$ cat src/rtl/writeback_queue.sv
// ---------------------------------------------------------------------------
// writeback_queue
//
// Purpose:
//   Writeback stage that feeds the register file write port. ALU results and
//   load results are collected into a small in-order FIFO. One entry retires
//   per cycle into the registered write port (isWrite/A3/writeData). An
//   optional bypass lookup lets decode see values that are still pending.
//
// Configuration macro:
//   WB_BYPASS_EN - when defined, the fwd1/fwd2 lookup is built. When
//                  undefined, the fwd outputs are tied to zero and no lookup
//                  logic exists. The port list is the same in both builds.
//
// Ports:
//   clock, reset             single clock, synchronous active-high reset
//   aluValid/aluAddr/aluData ALU producer (older of the two when both valid)
//   memValid/memAddr/memData load producer
//   stall                    combinational, high while count > DEPTH-2
//   overflow                 sticky, a push was attempted while stall was high
//   isWrite/A3/writeData     registered register file write port
//   A1/A2                    decode read addresses for the bypass lookup
//   fwd1Hit/fwd1Data         newest pending value for A1
//   fwd2Hit/fwd2Data         newest pending value for A2
//   count                    current FIFO occupancy
// ---------------------------------------------------------------------------
module writeback_queue #(
    parameter int DEPTH = 4,
    parameter int CW    = $clog2(DEPTH + 1)
) (
    input  logic          clock,
    input  logic          reset,
    input  logic          aluValid,
    input  logic [3:0]    aluAddr,
    input  logic [31:0]   aluData,
    input  logic          memValid,
    input  logic [3:0]    memAddr,
    input  logic [31:0]   memData,
    output logic          stall,
    output logic          overflow,
    output logic          isWrite,
    output logic [3:0]    A3,
    output logic [31:0]   writeData,
    input  logic [3:0]    A1,
    input  logic [3:0]    A2,
    output logic          fwd1Hit,
    output logic [31:0]   fwd1Data,
    output logic          fwd2Hit,
    output logic [31:0]   fwd2Data,
    output logic [CW-1:0] count
);

    localparam int PW = (DEPTH > 1) ? $clog2(DEPTH) : 1;

    // FIFO storage and control state
    logic [3:0]    addr_q  [DEPTH];
    logic [3:0]    addr_d  [DEPTH];
    logic [31:0]   data_q  [DEPTH];
    logic [31:0]   data_d  [DEPTH];
    logic [PW-1:0] head_q, head_d;
    logic [PW-1:0] tail_q, tail_d;
    logic [CW-1:0] count_q, count_d;
    logic          overflow_q, overflow_d;

    // Registered write port
    logic          is_write_q, is_write_d;
    logic [3:0]    a3_q, a3_d;
    logic [31:0]   wdata_q, wdata_d;

    logic          stall_s;
    logic          pop_s;
    logic          push_alu_s;
    logic          push_mem_s;
    logic [PW-1:0] mem_slot_s;
    logic [CW-1:0] push_cnt_s;
    logic [CW-1:0] pop_cnt_s;

    // Stall, push and pop qualification. Stalling at count > DEPTH-2 keeps
    // room for two pushes, so a dual push never has to be split.
    always_comb begin
        stall_s    = (count_q > CW'(DEPTH - 2));
        pop_s      = (count_q != {CW{1'b0}});
        push_alu_s = aluValid & ~stall_s;
        push_mem_s = memValid & ~stall_s;
        push_cnt_s = {{(CW-1){1'b0}}, push_alu_s} + {{(CW-1){1'b0}}, push_mem_s};
        pop_cnt_s  = {{(CW-1){1'b0}}, pop_s};
        // The load entry lands behind the ALU entry when both push together.
        mem_slot_s = push_alu_s ? (tail_q + PW'(1'b1)) : tail_q;
    end

    // Entry writes: each slot takes the ALU result, the load result or holds.
    // Pushes never collide with the head because they only happen when at
    // least two slots are free.
    always_comb begin
        for (int i = 0; i < DEPTH; i++) begin
            if (push_alu_s && (tail_q == PW'(i))) begin
                addr_d[i] = aluAddr;
                data_d[i] = aluData;
            end else if (push_mem_s && (mem_slot_s == PW'(i))) begin
                addr_d[i] = memAddr;
                data_d[i] = memData;
            end else begin
                addr_d[i] = addr_q[i];
                data_d[i] = data_q[i];
            end
        end
    end

    // Pointer, occupancy and sticky overflow next-state. Pointers wrap
    // naturally because DEPTH is a power of two.
    always_comb begin
        tail_d     = tail_q + PW'(push_cnt_s);
        head_d     = head_q + PW'(pop_cnt_s);
        count_d    = count_q + push_cnt_s - pop_cnt_s;
        overflow_d = overflow_q | (stall_s & (aluValid | memValid));
    end

    // Retire the head entry into the write port; hold address/data when idle.
    always_comb begin
        if (pop_s) begin
            is_write_d = 1'b1;
            a3_d       = addr_q[head_q];
            wdata_d    = data_q[head_q];
        end else begin
            is_write_d = 1'b0;
            a3_d       = a3_q;
            wdata_d    = wdata_q;
        end
    end

    // State registers with synchronous reset; reset discards all entries.
    always_ff @(posedge clock) begin
        if (reset) begin
            for (int i = 0; i < DEPTH; i++) begin
                addr_q[i] <= 4'd0;
                data_q[i] <= 32'd0;
            end
            head_q     <= {PW{1'b0}};
            tail_q     <= {PW{1'b0}};
            count_q    <= {CW{1'b0}};
            overflow_q <= 1'b0;
            is_write_q <= 1'b0;
            a3_q       <= 4'd0;
            wdata_q    <= 32'd0;
        end else begin
            for (int i = 0; i < DEPTH; i++) begin
                addr_q[i] <= addr_d[i];
                data_q[i] <= data_d[i];
            end
            head_q     <= head_d;
            tail_q     <= tail_d;
            count_q    <= count_d;
            overflow_q <= overflow_d;
            is_write_q <= is_write_d;
            a3_q       <= a3_d;
            wdata_q    <= wdata_d;
        end
    end

`ifdef WB_BYPASS_EN
    // Bypass lookup. Candidates are scanned oldest to newest (output register
    // first, then head .. tail-1) so the last match seen is the newest one.
    always_comb begin
        fwd1Hit  = is_write_q & (a3_q == A1);
        fwd1Data = (is_write_q && (a3_q == A1)) ? wdata_q : 32'd0;
        fwd2Hit  = is_write_q & (a3_q == A2);
        fwd2Data = (is_write_q && (a3_q == A2)) ? wdata_q : 32'd0;
        for (int i = 0; i < DEPTH; i++) begin
            fwd1Data = ((CW'(i) < count_q) && (addr_q[head_q + PW'(i)] == A1))
                       ? data_q[head_q + PW'(i)] : fwd1Data;
            fwd1Hit  = fwd1Hit | ((CW'(i) < count_q) && (addr_q[head_q + PW'(i)] == A1));
            fwd2Data = ((CW'(i) < count_q) && (addr_q[head_q + PW'(i)] == A2))
                       ? data_q[head_q + PW'(i)] : fwd2Data;
            fwd2Hit  = fwd2Hit | ((CW'(i) < count_q) && (addr_q[head_q + PW'(i)] == A2));
        end
    end
`else
    // Read addresses are only consumed by the bypass lookup.
    logic bypass_unused_s;

    // Bypass disabled: forwarding outputs are constant zero.
    always_comb begin
        bypass_unused_s = ^{A1, A2};
        fwd1Hit         = 1'b0;
        fwd1Data        = 32'd0;
        fwd2Hit         = 1'b0;
        fwd2Data        = 32'd0;
    end
`endif

    // Output connections
    always_comb begin
        stall     = stall_s;
        overflow  = overflow_q;
        isWrite   = is_write_q;
        A3        = a3_q;
        writeData = wdata_q;
        count     = count_q;
    end

endmodule

$ cat config.mk
export PLATFORM = sky130hd
export DESIGN_NAME = writeback_queue
export DESIGN_NICKNAME = d
export VERILOG_FILES = /design/src/rtl/writeback_queue.sv
export SDC_FILE = /design/constraint.sdc
export NUM_CORES = 1
export LEC_CHECK = 0
export CORE_ASPECT_RATIO = 0.75
export CORE_MARGIN = 1.5
export CORE_UTILIZATION = 30
export CTS_BUF_LIST = sky130_fd_sc_hd__clkbuf_16
export DETAILED_ROUTE_END_ITERATION = 6
export GPL_TIMING_DRIVEN = 0
export REMOVE_ABC_BUFFERS = 1
export SETUP_SLACK_MARGIN = 0.3
export SYNTH_ARGS = -nofsm -noshare
export SYNTH_HDL_FRONTEND = slang
export SYNTH_SLANG_ARGS = --single-unit
$ cat constraint.sdc
create_clock -name clock -period 4.72 [get_ports clock]
set_input_delay 1.18 -clock clock [delete_from_list [all_inputs] [get_ports clock]]
set_output_delay 1.18 -clock clock [all_outputs]
set_load 0.01 [all_outputs]
==> flow_summary.ini <==
[outcome]
status = complete, no violations

[clocking]
htreeDepth = 4
clk_latency_ns = 0.44
cts_setup_buffers = 0
cts_resized = 0
clk_pin_slew_worst_paths_ns = 0.08
cts-root-buf = clkbuf_16
clk_path_buf_depth = 2
cts_sinks = 189
cts_buffers = 17
cts_tree = yes
holdBufCountCts = 0

[layout]
fillCellCount = 3177
antennaDiodeCount = 0
final_cells = 1426
layout-drive-gt1-share_pct = 9.96
design_area_um2 = 11900
nets = 1066
syn2layout_area_growth_pct = 20.8

[placement]
io_buffers = 117
gp_congestion = 0.690
hpwl_um = 16100
placedCellCount = 1394
place_area_um2 = 11300

[critical_path]
reg2reg_setup_slack_ns = 1.31
cp_max_fo = 22
cp.required_ns = 4.85
crit_top_cell = buf_12
reg2reg_from = count[0]
rr_endpoint = data_q[1][6]
critPathLaunchType = input port
reg2regPathDepth = 6
critical_path.cell_chain = clkdlybuf4s50_1, xnor2_1, nand3b_1, or3_2, buf_12, nand2_2, buf_12
path_buf_inv = 3
endpoint = data_q[1][6]
critical_path.top_delay_family = simple AND/OR/NAND/NOR gates
cp_slowest_cell = or3_2
critical_path_arrival_ns = 3.85
endpoint_kind = flop
cp.depth = 7
slowest_delay_ns = 0.69
crit_start = aluValid
path_class = in -> reg

[timing]
clock_skew_ns = 0.0144
fin_hold_ws_ns = 0.448
finalHoldViolCount = 0
fmax_mhz = 269
setup_viol = 0
maxSlewHeadroom_pct = 36.0
fin_crit_sh_pct = 78.8
tightest_slew_ns = 0.958
min_period_ns = 3.72
slew_violations = 0
rsz0062_at_grt = no

[synthesis]
yosysTopAreaCellShare_pct = 44.1
ys_warn_count = 0
yosysTopAreaCell = edfxtp_1
ys_top_cells_by_area = edfxtp_1, o31ai_1, dfxtp_1
yosysSeqAreaShare_pct = 53.2
avgSynthCellArea_um2 = 10.9
synth.distinct_cells = 29
ys_ff_latch = 189
synth_enable_flop_cells = 144
synthesis.area_um2 = 9820
synth_top_flop_cell = edfxtp_1
netlist_instances = 897
synthArstFlopShare_pct = 0

[die]
io_pins = 192
fp.coreArea_um2 = 32300
start_util_pct = 30.4
fp.dieH_um = 160
die_w_um = 212
num_rows = 57
dieArea_um2 = 33800

[route]
viasPerCell = 4.81
first_iter_violations = 486
wl_um = 25600
ant_nets = 0
post_drt_wl_per_cell_um = 17.9
vias = 6865
dr.pass1.iters = 5
drc = 0

[global_route]
grt_antenna_before_repair = 0
grt.overflow.total = 0
grt_pass1_vias = 6797
track_usage_pct = 15.4
gr-usage-met3_pct = 2.54
use_met2_pct = 26.5
grt_max_degree = 74
grt_use_met1_pct = 19.9
busiest_layer = met2
grt_first_pass_wirelength_um = 38900

[flow_run]
max_cap_violations = 0

[pwr]
power.density_nw_per_um2 = 534
power.leakage_uw = 0.00407
peakVddDrop_v = 0.000255

[min_path]
hold_class = reg -> reg
hold_depth = 2
## cell usage after synthesis, types with 6 or more instances
library cell / count
buf_1: 11
o31ai_1: 144
clkbuf_1: 47
ha_1: 10
a21oi_1: 39
nor2b_1: 40
dfxtp_1: 45
buf_2: 11
inv_1: 10
nand2_1: 220
buf_6: 6
edfxtp_1: 144
mux4_2: 36
buf_4: 66
nand2b_1: 36
nor2_1: 8
## through the flow
| step | total power [uW] | TNS, ns | setup WS (ns) | util, % |
|---|---|---|---|---|
| after floorplan | 3880 | 0 | 0.132 | - |
| after global placement | 4850 | -725.44 | -4.51 | 33.9 |
| after detailed placement | 4990 | 0 | 0.527 | 34.9 |
| after CTS | 6430 | 0 | 0.998 | 36.7 |
| after global routing | 6700 | 0 | 0.882 | 36.7 |
| final | 6330 | 0 | 1.00 | 36.7 |
## logic make-up after synthesis
family	share of synthesized area, %
buffers and inverters	8.94
AO/OA/AOI/OAI	13.2
adder cells (fa/ha/maj)	1.48
XOR/XNOR	0.535
AND/OR/NAND/NOR	14.3
flip-flops	53.2
other	0.0382
multiplexers	8.26
## cell usage in the layout, fill, tap and decap left out, types with 2 or more instances in the layout
master and instances:
nand2_1 216, o31ai_1 144, edfxtp_1 144, clkdlybuf4s50_1 116, conb_1 66, dfxtp_1 43, nor2b_1 40, a21oi_1 39
nand2b_1 36, mux4_2 36, clkbuf_16 20, inv_1 10, ha_1 10, nor2_1 8, buf_12 8, xnor2_1 5
clkinv_2 5, nand2_2 4, and3_4 3, inv_6 3, buf_4 3, buf_16 3, and2_1 2, or3_2 2
o21bai_4 2, inv_4 2
## registers in the layout (all words and copies together) (netlist names)
register	cells
isWrite	1
addr_q	16
head_q	2
A3	4
data_q	128
writeData	32
count	3
overflow	1
tail_q	2
## worst min-delay path by stage
stage / from / to / slack [ns]
2_1_floorplan: overflow / overflow / 0.46
3_3_place_gp: writeData[16] / writeData[16] / 0.44
3_5_place_dp: overflow / overflow / 0.44
4_1_cts: overflow / overflow / 0.45
5_1_grt: writeData[29] / writeData[29] / 0.47
6_report: overflow / overflow / 0.45
## tightest hold or removal path, cell delays in order, from the launching register on
cell	delay [ns]
dfxtp_1	0.31
inv_1	0.04
a21oi_1	0.05
## power by group
part,total [uW],switching [uW],internal (uW)
sequential,2650,286,2360
combinational,2250,1240,1010
clock,1430,664,770
total,6330,2190,4150
## routing by layer
layer	routed length, um	vias up
li1	-	3254
met1	11400	3420
met2	12700	174
met3	1170	17
met4	296	0
met5	0	-
## area by class of cell
cell class | instances | area (um2) | share of cell area [%]
multi-input combinational | 621 | 4010 | 33.9
clock inverter | 12 | 76.3 | 0.644
clock buffer | 20 | 500 | 4.22
sequential | 189 | 5230 | 44.1
tap | 442 | 553 | 4.67
timing repair buffer | 131 | 1440 | 12.1
inverter | 11 | 41.3 | 0.348
No activity file was read; power rests on OpenSTA's default activity.
